<file path="src/rtl/pipelined_control_decoder.sv">
// Registered MIPS-I control decoder with valid/ready handshake and HI/LO hazard stalling.
// Optional macro CONTROL_ILLEGAL_TRAP_EN enables the sticky illegal_instruction flag.
module pipelined_control_decoder #(
    parameter int MULT_CYCLES = 4,
    parameter int DIV_CYCLES  = 32
) (
    input  logic        clk,
    input  logic        reset_n,
    input  logic        instr_valid,
    input  logic [31:0] instruction,
    output logic        instr_ready,
    output logic        ctrl_valid,
    input  logic        ctrl_ready,
    output logic        register_write,
    output logic        memory_to_register,
    output logic        memory_write,
    output logic [1:0]  memory_size,
    output logic        memory_sign_extend,
    output logic [1:0]  ALU_src_B,
    output logic [1:0]  register_destination,
    output logic        branch,
    output logic        hi_lo_register_write,
    output logic [5:0]  ALU_function,
    output logic        program_counter_multiplexer_jump,
    output logic        j_instruction,
    output logic        muldiv_busy,
    output logic        illegal_instruction
);

    localparam logic [5:0] MULT_LOAD = 6'(MULT_CYCLES);
    localparam logic [5:0] DIV_LOAD  = 6'(DIV_CYCLES);
    localparam logic [5:0] ALU_PASS  = 6'b111111;
    localparam logic [5:0] ALU_ADDU  = 6'b100001;

    typedef struct packed {
        logic       register_write;
        logic       memory_to_register;
        logic       memory_write;
        logic [1:0] memory_size;
        logic       memory_sign_extend;
        logic [1:0] alu_src_b;
        logic [1:0] register_destination;
        logic       branch;
        logic       hi_lo_write;
        logic [5:0] alu_function;
        logic       pc_jump;
        logic       j_instruction;
    } ctrl_t;

    logic [5:0] opcode;
    logic [5:0] funct;
    logic [4:0] rt;
    ctrl_t      dec;
    ctrl_t      word_p0;
    logic       legal;
    logic       mult_start;
    logic       div_start;
    logic       hilo_user;
    logic [5:0] muldiv_count;
    logic       hazard;
    logic       accept;

    assign opcode = instruction[31:26];
    assign funct  = instruction[5:0];
    assign rt     = instruction[20:16];

    always_comb begin
        dec        = '0;
        legal      = 1'b0;
        mult_start = 1'b0;
        div_start  = 1'b0;
        hilo_user  = 1'b0;
        case (opcode)
            6'h00: begin
                case (funct)
                    6'h00, 6'h02, 6'h03, 6'h04, 6'h06, 6'h07,
                    6'h20, 6'h21, 6'h22, 6'h23, 6'h24, 6'h25,
                    6'h26, 6'h27, 6'h2A, 6'h2B: begin
                        legal              = 1'b1;
                        dec.register_write = 1'b1;
                    end
                    6'h10, 6'h12: begin
                        legal              = 1'b1;
                        dec.register_write = 1'b1;
                        hilo_user          = 1'b1;
                    end
                    6'h11, 6'h13: begin
                        legal           = 1'b1;
                        dec.hi_lo_write = 1'b1;
                        hilo_user       = 1'b1;
                    end
                    6'h18, 6'h19: begin
                        legal           = 1'b1;
                        dec.hi_lo_write = 1'b1;
                        hilo_user       = 1'b1;
                        mult_start      = 1'b1;
                    end
                    6'h1A, 6'h1B: begin
                        legal           = 1'b1;
                        dec.hi_lo_write = 1'b1;
                        hilo_user       = 1'b1;
                        div_start       = 1'b1;
                    end
                    6'h08: begin
                        legal       = 1'b1;
                        dec.pc_jump = 1'b1;
                    end
                    6'h09: begin
                        legal              = 1'b1;
                        dec.pc_jump        = 1'b1;
                        dec.register_write = 1'b1;
                    end
                    6'h0C, 6'h0D: legal = 1'b1;
                    default: legal = 1'b0;
                endcase
                if (legal) begin
                    dec.register_destination = 2'd1;
                    dec.alu_function         = funct;
                end
            end
            6'h01: begin
                // rt selects BLTZ/BGEZ and their linking variants
                if (rt[3:1] == 3'b000) begin
                    legal            = 1'b1;
                    dec.branch       = 1'b1;
                    dec.alu_src_b    = 2'd2;
                    dec.alu_function = ALU_PASS;
                    if (rt[4]) begin
                        dec.register_write       = 1'b1;
                        dec.register_destination = 2'd2;
                    end
                end
            end
            6'h02: begin
                legal             = 1'b1;
                dec.j_instruction = 1'b1;
            end
            6'h03: begin
                legal                    = 1'b1;
                dec.j_instruction        = 1'b1;
                dec.register_write       = 1'b1;
                dec.register_destination = 2'd2;
            end
            6'h04, 6'h05, 6'h06, 6'h07: begin
                legal            = 1'b1;
                dec.branch       = 1'b1;
                dec.alu_function = ALU_PASS;
            end
            6'h08, 6'h09, 6'h0A, 6'h0B, 6'h0C, 6'h0D, 6'h0E, 6'h0F: begin
                legal              = 1'b1;
                dec.register_write = 1'b1;
                dec.alu_src_b      = (opcode inside {6'h0C, 6'h0D, 6'h0E}) ? 2'd3 : 2'd1;
                case (opcode)
                    6'h08:   dec.alu_function = 6'b100000;
                    6'h09:   dec.alu_function = 6'b100001;
                    6'h0A:   dec.alu_function = 6'b101010;
                    6'h0B:   dec.alu_function = 6'b101011;
                    6'h0C:   dec.alu_function = 6'b100100;
                    6'h0D:   dec.alu_function = 6'b100101;
                    6'h0E:   dec.alu_function = 6'b100110;
                    default: dec.alu_function = ALU_PASS;
                endcase
            end
            6'h20, 6'h21, 6'h22, 6'h23, 6'h24, 6'h25, 6'h26: begin
                legal                  = 1'b1;
                dec.register_write     = 1'b1;
                dec.memory_to_register = 1'b1;
                dec.alu_src_b          = 2'd1;
                dec.alu_function       = ALU_ADDU;
                dec.memory_sign_extend = (opcode == 6'h20) || (opcode == 6'h21);
                case (opcode)
                    6'h20, 6'h24: dec.memory_size = 2'd0;
                    6'h21, 6'h25: dec.memory_size = 2'd1;
                    default:      dec.memory_size = 2'd2;
                endcase
            end
            6'h28, 6'h29, 6'h2A, 6'h2B, 6'h2E: begin
                legal            = 1'b1;
                dec.memory_write = 1'b1;
                dec.alu_src_b    = 2'd1;
                dec.alu_function = ALU_ADDU;
                case (opcode)
                    6'h28:   dec.memory_size = 2'd0;
                    6'h29:   dec.memory_size = 2'd1;
                    default: dec.memory_size = 2'd2;
                endcase
            end
            default: legal = 1'b0;
        endcase
    end

    // Hazard uses the pre-decrement count, so the stalled instruction enters the cycle after it hits zero.
    assign hazard      = (muldiv_count != 6'd0) && hilo_user;
    assign instr_ready = (!ctrl_valid || ctrl_ready) && !hazard;
    assign accept      = instr_valid && instr_ready;
    assign muldiv_busy = (muldiv_count != 6'd0);

    // stage p0: registered control word
    always_ff @(posedge clk or negedge reset_n) begin
        if (!reset_n) begin
            ctrl_valid   <= 1'b0;
            word_p0      <= '0;
            muldiv_count <= 6'd0;
        end else begin
            if (accept) begin
                ctrl_valid <= 1'b1;
                word_p0    <= dec;
            end else if (ctrl_ready) begin
                ctrl_valid <= 1'b0;
                word_p0    <= '0;
            end
            if (accept && mult_start) begin
                muldiv_count <= MULT_LOAD;
            end else if (accept && div_start) begin
                muldiv_count <= DIV_LOAD;
            end else if (muldiv_count != 6'd0) begin
                muldiv_count <= muldiv_count - 6'd1;
            end
        end
    end

`ifdef CONTROL_ILLEGAL_TRAP_EN
    logic unused_fields;
    assign unused_fields = ^{instruction[25:21], instruction[15:6]};

    always_ff @(posedge clk or negedge reset_n) begin
        if (!reset_n) begin
            illegal_instruction <= 1'b0;
        end else if (accept && !legal) begin
            illegal_instruction <= 1'b1;
        end
    end
`else
    logic unused_fields;
    assign unused_fields       = ^{instruction[25:21], instruction[15:6], legal};
    assign illegal_instruction = 1'b0;
`endif

    assign register_write                   = word_p0.register_write;
    assign memory_to_register               = word_p0.memory_to_register;
    assign memory_write                     = word_p0.memory_write;
    assign memory_size                      = word_p0.memory_size;
    assign memory_sign_extend               = word_p0.memory_sign_extend;
    assign ALU_src_B                        = word_p0.alu_src_b;
    assign register_destination             = word_p0.register_destination;
    assign branch                           = word_p0.branch;
    assign hi_lo_register_write             = word_p0.hi_lo_write;
    assign ALU_function                     = word_p0.alu_function;
    assign program_counter_multiplexer_jump = word_p0.pc_jump;
    assign j_instruction                    = word_p0.j_instruction;

endmodule

</file>
<file path="config.mk">
export PLATFORM = sky130hd
export DESIGN_NAME = pipelined_control_decoder
export DESIGN_NICKNAME = d
export VERILOG_FILES = /design/src/rtl/pipelined_control_decoder.sv
export SDC_FILE = /design/constraint.sdc
export NUM_CORES = 1
export LEC_CHECK = 0
export BUFFER_PORTS_ARGS = -buffer_cell sky130_fd_sc_hd__buf_4
export CAP_MARGIN = 10
export CORE_UTILIZATION = 45
export CTS_CLUSTER_SIZE = 14
export DETAILED_ROUTE_END_ITERATION = 7
export PLACE_DENSITY = 0.78
export SKIP_CTS_REPAIR_TIMING = 1
export SLEW_MARGIN = 20
export SYNTH_ARGS = -nofsm -noshare
export SYNTH_HDL_FRONTEND = slang
export SYNTH_SLANG_ARGS = --single-unit
</file>
<file path="constraint.sdc">
create_clock -name clk -period 1.5 [get_ports clk]
set_input_delay 0.075 -clock clk [delete_from_list [all_inputs] [get_ports clk]]
set_output_delay 0.075 -clock clk [all_outputs]
set_load 0.01 [all_outputs]
</file>
### Yosys cells after proc, flatten, opt, wreduce, memory -nomap -nowiden

Cells that the tools add are included.
Widths: inputs -> output; s select.

* register bits after elaboration: 27
* input bits: 36
* output and inout bits: 24
* logic and storage cells: 142

* add/subtract/negate cells: 1
* eq/ne operators: 54
* multiplexer cells: 41
* reductions and logical operators: 32

Operators by type and width (number)
* $eq 6x6->1 const B: 22
* $eq 6x4->1 const B: 12
* $eq 6x5->1 const B: 8
* $eq 6x3->1 const B: 7
* $mux 20: 2
* $pmux 5 s7: 1
* $mux 6: 5
* $pmux 6 s5: 1
* $reduce_or 28->1: 1
* $eq 6x2->1 const B: 4
* $mux 1: 22
* $reduce_or 19->1: 1
* $reduce_or 16->1: 1
* $reduce_or 8->1: 2
* $logic_not 6->1: 2
* $pmux 2 s2: 3
* $pmux 2 s3: 2
* $reduce_or 12->1: 1
* $reduce_or 2->1: 6
* $reduce_or 7->1: 1
* $eq 6x1->1 const B: 1
* $reduce_bool 3->1: 2
* $reduce_bool 6->1: 1
* $reduce_or 6->1: 1
* other kinds (12): 19

### Longest topological paths before layout

Gate-level depths: netlist of run 1.

* depth in word-level cells: 11
* gate-level depth with buffers: 9
* gate-level depth less buffers: 6

### Least setup slack after synthesis of run 1

No wires, ideal clock.

* path kind: reg-to-reg
* from: register muldiv_count[0]
* to: register word_p0 (netlist bit memory_sign_extend)
* arrival: 1562 ps
* required time: 1390 ps
* slack: -172 ps
* cell stages (with the launch flop): 10
* buffers on the path: 3
* clock period less this slack: 1672 ps
* cell sequence: dfrtp_1 > inv_1 > ha_1 > and3b_1 > buf_4 > o211ai_2 > buf_6 > buf_6 > nand3_1 > o41ai_1

* longest elaborated chain between the ends: 6
* elaborated cells on any way between the ends: 7

Ends and longest elaborated chain
* start: declaration: RTL line 59 `logic [5:0] muldiv_count;`
* start signal: assignment: RTL line 217 `muldiv_count <= muldiv_count - 6'd1;`
* $reduce_bool 6->1 (*): RTL line 193 `assign hazard = (muldiv_count != 6'd0) && hilo_user;`
* $logic_and 1x1->1 (*): RTL line 193
* $logic_not 1->1 (*): RTL line 194 `assign instr_ready = (!ctrl_valid || ctrl_ready) && !hazard;`
* $logic_and 1x1->1 (*): RTL line 194
* $logic_and 1x1->1 (*): RTL line 195 `assign accept = instr_valid && instr_ready;`
* $mux 20 / $reduce_bool 2->1 (equally long branches)
* end signal: assignment: RTL line 202 `word_p0 <= '0;`
* end signal: assignment: RTL line 207 `word_p0 <= dec;`
* end signal: assignment: RTL line 210 `word_p0 <= '0;`
* end: declaration: RTL line 54 `ctrl_t word_p0;`

Mark *: on every way between the ends. The rest lies on a longest branch, timed or not.
A chain may end at the register's enable or synchronous reset.

### Final worst setup path of run 1

* from: register muldiv_count[0]
* to: register word_p0 (netlist bit memory_size[1])

The elaborated chain is that of the path after synthesis.

==> flow_summary.yaml, run 1 <==
setup_path:
  setup.worst_path.start_class: "flop"
  rr_startpoint: "muldiv_count[0]"
  r2r-end: "memory_size[1]"
  cp_max_fo: 7
  cp.required_ps: 1670
  crit_end: "memory_size[1]"
  rr_worst_depth: 7
  ff2ff_setup_slack_ps: -200
  critPathKind: "flop to flop"
  critPathArrivalTime_ps: 1880
  crit_path_end_kind: "flop"
  startpoint: "muldiv_count[0]"
placement:
  gp_congestion: 0.9021
  place_ws_ps: -193.5
  dpl.hpwl_um: 3431
  place_area_mm2: 0.002280
  numPortBuffers: 42
clock_network:
  clockBufferDepth: 2
  ctsRootBufferMaster: "clkbuf_8"
  cts_tree: "yes"
  clk_latency_ps: 270
  cts.clk_slew.worst_paths_ps: 90
  numCtsBuffers: 3
  cts_htree_levels: 1
  clock-sinks: 27
layout:
  area_delta_synth_final_pct: 49.28
  n_antenna_cell: 0
  fin_nets: 306
  fin_area_mm2: 0.002581
  layout-drive-gt1-share_pct: 49.44
  nFillCells: 282
sta:
  rsz0062_at_grt: "true"
  hold_violations: 0
  postLayoutSetupSlackWorst_ps: -205.0
  finalSetupViolCount: 24
  finalCriticalPeriod_ps: 1705
  finClkSkew_ps: 3.057
  finalCritPeriodShare_pct: 113.7
  max-slew-margin-rel_pct: 66.38
  fmaxAchievable_ghz: 0.5865
  tightest_slew_ps: 500.5
  finalMaxSlewViolations: 0
yosys:
  synthTopCellsByCount: "dfrtp_1, nand2_1, nand3_1, nor2_1, o21ai_0"
  async_flop_share_pct: 100.0
  avgSynthCellArea_um2: 8.867
  synthFlopType: "dfrtp_1"
  yosysUniqueCellTypes: 50
  yosys.area.top_type: "dfrtp_1"
  synth_fp_nets: 233
  ys_seq_elements: 27
  ys_top_cells_by_area: "dfrtp_1, nand3_1, o21ai_0"
  synth_area_mm2: 0.001729
  yosys.area.top_type_share_pct: 39.07
  syn_inst: 195
  synth_edf_count: 0
  yosys_warnings: 0
  synth-seq-area-share_pct: 39.07
  synth_most_common_cell: "dfrtp_1"
route:
  num_vias: 1789
  drt_wl_total_um: 4742
  drt_iter0_markers: 91
  routed_via_density: 5.679
  dr.pass1.iters: 4
  final_antenna_net_count: 0
  routedWlPerCell_um: 15.05
  drc: 0
outcome:
  violations: "setup timing"
  status: "finished with violations"
floorplanning:
  ios: 60
  die_width_um: 63.99
  dieArea_mm2: 0.004095
  die_y_um: 63.99
  core_area_mm2: 0.003661
  initial_core_util_pct: 47.23
  rows: 22
power:
  leakage_nw: 1.186
  p_per_area_mw_per_mm2: 948.5
  power.total_mw: 2.448
  peakVddDrop_uv: 550.5
global_routing:
  grtUsageTotal_pct: 23.65
  grt_pass1_wl_um: 7583
  grt_pass1_vias: 1688
  grt_max_degree: 28
  overflow: 0
  antenna_found_initial: 0
job:
  drv_cap: 0
worst_hold_path:
  min_path_type: "primary input to flop"
[power by group]
group	internal [mW]	switching (mW)	leakage, nW	total (mW)
combinational	0.612	0.514	0.800	1.13
clock	0.186	0.233	0.0255	0.419
sequential	0.830	0.0728	0.360	0.903
total	1.63	0.820	1.19	2.45
[cells in the final DEF (no fill, tap or decap), types with 2 or more instances in the layout]
| cell type | instances |
|---|---|
| dfrtp_1 | 27 |
| nor2_1 | 14 |
| inv_2 | 3 |
| buf_6 | 11 |
| nor4_4 | 2 |
| a31oi_1 | 3 |
| o21ai_1 | 3 |
| nor3_1 | 4 |
| inv_1 | 6 |
| nand3_2 | 8 |
| o31ai_2 | 2 |
| a21o_1 | 3 |
| a22o_1 | 6 |
| a21oi_1 | 9 |
| ha_4 | 2 |
| o32ai_1 | 2 |
| nor2_2 | 3 |
| nand2_1 | 16 |
| clkbuf_8 | 3 |
| nand2b_1 | 5 |
| o21a_1 | 2 |
| buf_4 | 71 |
| a221o_1 | 2 |
| or2_2 | 2 |
| nand3_1 | 7 |
| nor3_2 | 4 |
| o21ai_2 | 3 |
| o21ai_0 | 7 |
| a211oi_1 | 2 |
[kinds of logic after synthesis]
family	Yosys count	share of synthesized area (%)
other cells	1	0.2169
buf+inv	25	7.887
fa+ha+maj	2	1.447
compound gates	63	26.05
flops	27	39.07
simple gates	77	25.33
[metrics by stage]
stage / instances / util [%] / TNS [ps] / hold slack, ps
after CTS: 306 / 63.53 / -3710 / -291.7
final: 315 / 70.51 / -3153 / 135.7
after global routing: 315 / 70.51 / -5000 / 153.1
after global placement: 302 / 62.27 / -1815 / 7.430
after detailed placement: 302 / 62.27 / -2967 / 17.70
after floorplan: 195 / - / -1091 / -220.6
[state kept, by name (all words and copies together) (netlist names)]
name and count:
branch 1, j_instruction 1, memory_to_register 1, ALU_function 6
memory_write 1, register_destination 2, memory_size 2, ALU_src_B 2
register_write 1, muldiv_count 6, program_counter_multiplexer_jump 1, hi_lo_register_write 1
memory_sign_extend 1, ctrl_valid 1
[per-layer routing]
layer | GRT usage, % | share of wire, % | vias to the layer above
li1 | - | - | 861
met1 | 30.19 | 43 | 850
met2 | 40.29 | 51 | 68
met3 | 4.643 | 5.3 | 10
met4 | 6.818 | 1.4 | 0
met5 | 0 | 0 | -
[worst max-delay path, stage by stage, from the launching register on]
cell	delay, ps
dfrtp_1	390
inv_2	70
ha_4	150
and3b_2	240
o211ai_4	300
buf_6	200
nor3b_2	60
a31o_1	190
[worst min path at each step]
stage           startpoint                 end  depth (start not counted)
6_report       instr_valid          ctrl_valid                          3
5_1_grt        instr_valid          ctrl_valid                          3
4_1_cts            reset_n  memory_sign_extend                          1
3_5_place_dp       reset_n  memory_sign_extend                          1
3_3_place_gp       reset_n     ALU_function[4]                          1
2_1_floorplan      reset_n     ALU_function[0]                          0
[cell type report]
cell class | count | area, um2 | area share [%]
multi-input combinational | 143 | 1092 | 42.32
sequential | 27 | 675.6 | 26.18
timing repair buffer | 83 | 666.9 | 25.84
tap | 48 | 60.06 | 2.327
clock buffer | 3 | 41.29 | 1.600
inverter | 10 | 40.04 | 1.551
clock inverter | 1 | 5.005 | 0.1939
Power figures use the tool's default switching activity.
==> inputs of run 2 (changes only) <==
--- a/config.mk
+++ b/config.mk
@@ -5,12 +5,13 @@
 export SDC_FILE = /design/constraint.sdc
 export NUM_CORES = 1
 export LEC_CHECK = 0
+export ABC_AREA = 1
 export BUFFER_PORTS_ARGS = -buffer_cell sky130_fd_sc_hd__buf_4
 export CAP_MARGIN = 10
-export CORE_UTILIZATION = 45
+export CORE_UTILIZATION = 46
 export CTS_CLUSTER_SIZE = 14
 export DETAILED_ROUTE_END_ITERATION = 7
-export PLACE_DENSITY = 0.78
+export PLACE_DENSITY = 0.79
 export SKIP_CTS_REPAIR_TIMING = 1
 export SLEW_MARGIN = 20
 export SYNTH_ARGS = -nofsm -noshare
==> run 2 against run 1 <==
  * Critical path type is now flop to output pin
  * Worst hold slack worse by 37 ps
  * Die area is 2.0% higher
  * The flow now finishes without violations
  * Register-to-register slack better by 280 ps
  * Combinational power is 23% lower
  * Non-clock buffer count is 29 lower
  * Sequential power is 4.7% higher
  * First-iteration DRC count is 16% higher
  * Clock skew is 0.89 ps lower
  * Area after synthesis is 4.3% higher
  * Clock power hardly changed
  * Core utilization is 8.2 points lower
  * Setup slack better by 250 ps
==> flow_summary.yaml, run 2 <==
layout:
  n_antenna_cell: 0
  layout-drive-gt1-share_pct: 25.40
  layout_commonest_cell: "nand2_1"
  utilization_pct: 62.32
  multi_input_area_mm2: 0.001006
  fin_area_mm2: 0.002316
  final_cells: 359
  area_delta_synth_final_pct: 28.36
  nFillCells: 373
  final_cell_mix: "nand2_1, buf_4, nor2_1, dfrtp_1, nand3_1"
  fin_nets: 350
  seq_area_um2: 675.6
setup_path:
  r2r-end: "ALU_src_B[1]"
  crit_family: "buffers and inverters"
  crit_slowest_cell: "dfrtp_1"
  critPathArrivalTime_ps: 1380
  rr_startpoint: "muldiv_count[0]"
  cp_max_fo: 3
  ff2ff_setup_slack_ps: 80
  critPathKind: "flop to output pin"
  critical_path.cell_chain: "inv_2 -> ha_4 -> nand3_4 -> buf_6 -> buf_4 -> buf_4"
  crit_path_end_kind: "output pin"
  setup.worst_path.start_class: "flop"
  critPathMostFrequentCell: "buf_4"
  worst_path_largest_cell_delay_ps: 400
  rr_worst_depth: 8
  cp.required_ps: 1420
  path_buf_inv: 4
yosys:
  synth_fp_nets: 298
  synthTopCellsByCount: "nand2_1, nor2_1, nand3_1"
  synth_edf_count: 0
  synth_area_mm2: 0.001804
  synthSimpleGateAreaFrac_pct: 43.27
  synth_xor_area_share_pct: 1.942
  async_flop_share_pct: 100.0
  synth_top_family_by_area: "simple AND/OR/NAND/NOR gates"
  ys_seq_elements: 27
  synthFlopType: "dfrtp_1"
  synth-adder-area-share_pct: 1.387
  ys_top_cells_by_area: "dfrtp_1, nand2_1, nand3_1"
  yosys_warnings: 0
  synth_most_common_cell: "nand2_1"
  synth.area.mux_share_pct: 0
  yosys.area.top_type: "dfrtp_1"
  synth_compound_area_share_pct: 6.588
  yosysUniqueCellTypes: 33
  synth-seq-area-share_pct: 37.45
  avgSynthCellArea_um2: 6.939
  yosys.area.top_type_share_pct: 37.45
  syn_inst: 260
route:
  routedWlPerCell_um: 12.28
  final_antenna_net_count: 0
  dr.pass1.iters: 4
  num_vias: 1825
  routed_via_density: 5.084
  drt_iter0_markers: 106
  drc: 0
  drt_wl_total_um: 4407
power:
  switchingPower_uw: 798.2
  pwr-share-clk_pct: 18.8
  combPwrFrac_pct: 39.0
  p_per_area_mw_per_mm2: 967.7
  p_sw_share_pct: 35.61
  peakVddDrop_uv: 851.2
  p_int_mw: 1.443
  seqPwrFrac_pct: 42.2
  leakage_nw: 1.287
sta:
  rsz0062_at_grt: "true"
  fmaxAchievable_ghz: 0.6862
  finalCritPeriodShare_pct: 97.15
  finalSetupViolCount: 0
  hold_violations: 0
  finalMaxSlewViolations: 0
  finClkSkew_ps: 2.163
  whs_ps: 98.36
  finalCriticalPeriod_ps: 1457
  final.setup.tns_ps: 0
worst_hold_path:
  min_path_type: "primary input to flop"
  hold_end: "memory_size[1]"
  hold_depth: 3
  hp-start: "instruction[28]"
floorplanning:
  dieArea_mm2: 0.004176
  initial_core_util_pct: 48.55
  ios: 60
  die_width_um: 64.63
  core_area_mm2: 0.003716
  rows: 22
  die_y_um: 64.63
global_routing:
  grt_max_degree: 28
  grt_pass1_vias: 1715
  grt_pass1_wl_um: 7458
  antenna_found_initial: 0
  grtUsageTotal_pct: 22.63
  overflow: 0
clock_network:
  ctsRootBufferMaster: "clkbuf_8"
  cts_htree_levels: 1
  clk_latency_ps: 270
  numCtsBuffers: 3
  clock-sinks: 27
  cts_tree: "yes"
  clockBufferDepth: 2
  cts.clk_slew.worst_paths_ps: 100
placement:
  placedCellCount: 351
  dpl.hpwl_um: 3363
  gp_congestion: 0.9306
  numPortBuffers: 42
  place_area_mm2: 0.002191
outcome:
  status: "completed"
job:
  drv_cap: 0
## run 2: cell count changes in the layout (fill, tap and decap cells not counted), moves of 5 or more
| cell | change |
|---|---|
| nand2_1 | +69 |
| nand3_1 | +20 |
| buf_4 | -19 |
| inv_1 | +17 |
| nor2_1 | +14 |
| buf_6 | -10 |
| a22o_1 | -6 |
| nand3_2 | -6 |
| nand4_1 | +6 |
| nand2b_1 | -5 |
## run 2: through the flow
stage	setup slack, ps	total power, mW
2_1_floorplan	16.74	1.392
3_3_place_gp	28.69	1.633
3_5_place_dp	-18.41	1.658
4_1_cts	-42.58	2.069
5_1_grt	-23.92	2.410
6_report	42.80	2.241
## run 2: kinds of logic after synthesis
family / after synthesis
flops: 27
xor+xnor: 4
buf+inv: 36
simple gates: 169
fa+ha+maj: 2
compound gates: 21
other cells: 1
## run 2: metal layers
layer	vias up	share of wire (%)	GRT usage (%)
met5	-	0	0
met4	0	1.5	6.111
met3	8	5.0	2.465
met2	60	45	36.71
met1	827	48	31.92
li1	930	-	-
## run 2: how the worst max path moves through the flow
stage	start	end	slack, ps	depth (start not counted)
2_1_floorplan	muldiv_count[0]	ALU_src_B[1]	20	9
6_report	muldiv_count[0]	muldiv_busy	40	6
3_5_place_dp	muldiv_count[0]	program_counter_multiplexer_jump	-20	9
5_1_grt	muldiv_count[1]	muldiv_count[0]	-20	10
4_1_cts	muldiv_count[0]	program_counter_multiplexer_jump	-40	9
3_3_place_gp	muldiv_count[0]	program_counter_multiplexer_jump	30	9
## run 2: area by class of cell
cell class | instances | share of cell area [%]
Clock buffer | 3 | 1.783
Tap cell | 48 | 2.593
Sequential cell | 27 | 29.17
Multi-Input combinational cell | 197 | 43.44
Clock inverter | 1 | 0.2161
Inverter | 29 | 5.024
Timing Repair Buffer | 54 | 17.77
## run 2: power groups by stage
stage	combinational [mW]	sequential (mW)	clock (mW)
2_1_floorplan	0.471	0.921	0
3_3_place_gp	0.713	0.921	0
3_5_place_dp	0.735	0.923	0
4_1_cts	0.736	0.911	0.422
5_1_grt	0.989	0.955	0.467
6_report	0.875	0.945	0.421
## run 2: worst min-delay path: cells and delay by family
kind	cells	cell delay (ps)
buffers and inverters	1	120
and+or+nand+nor	1	60
AOI/OAI and AO/OA	1	80
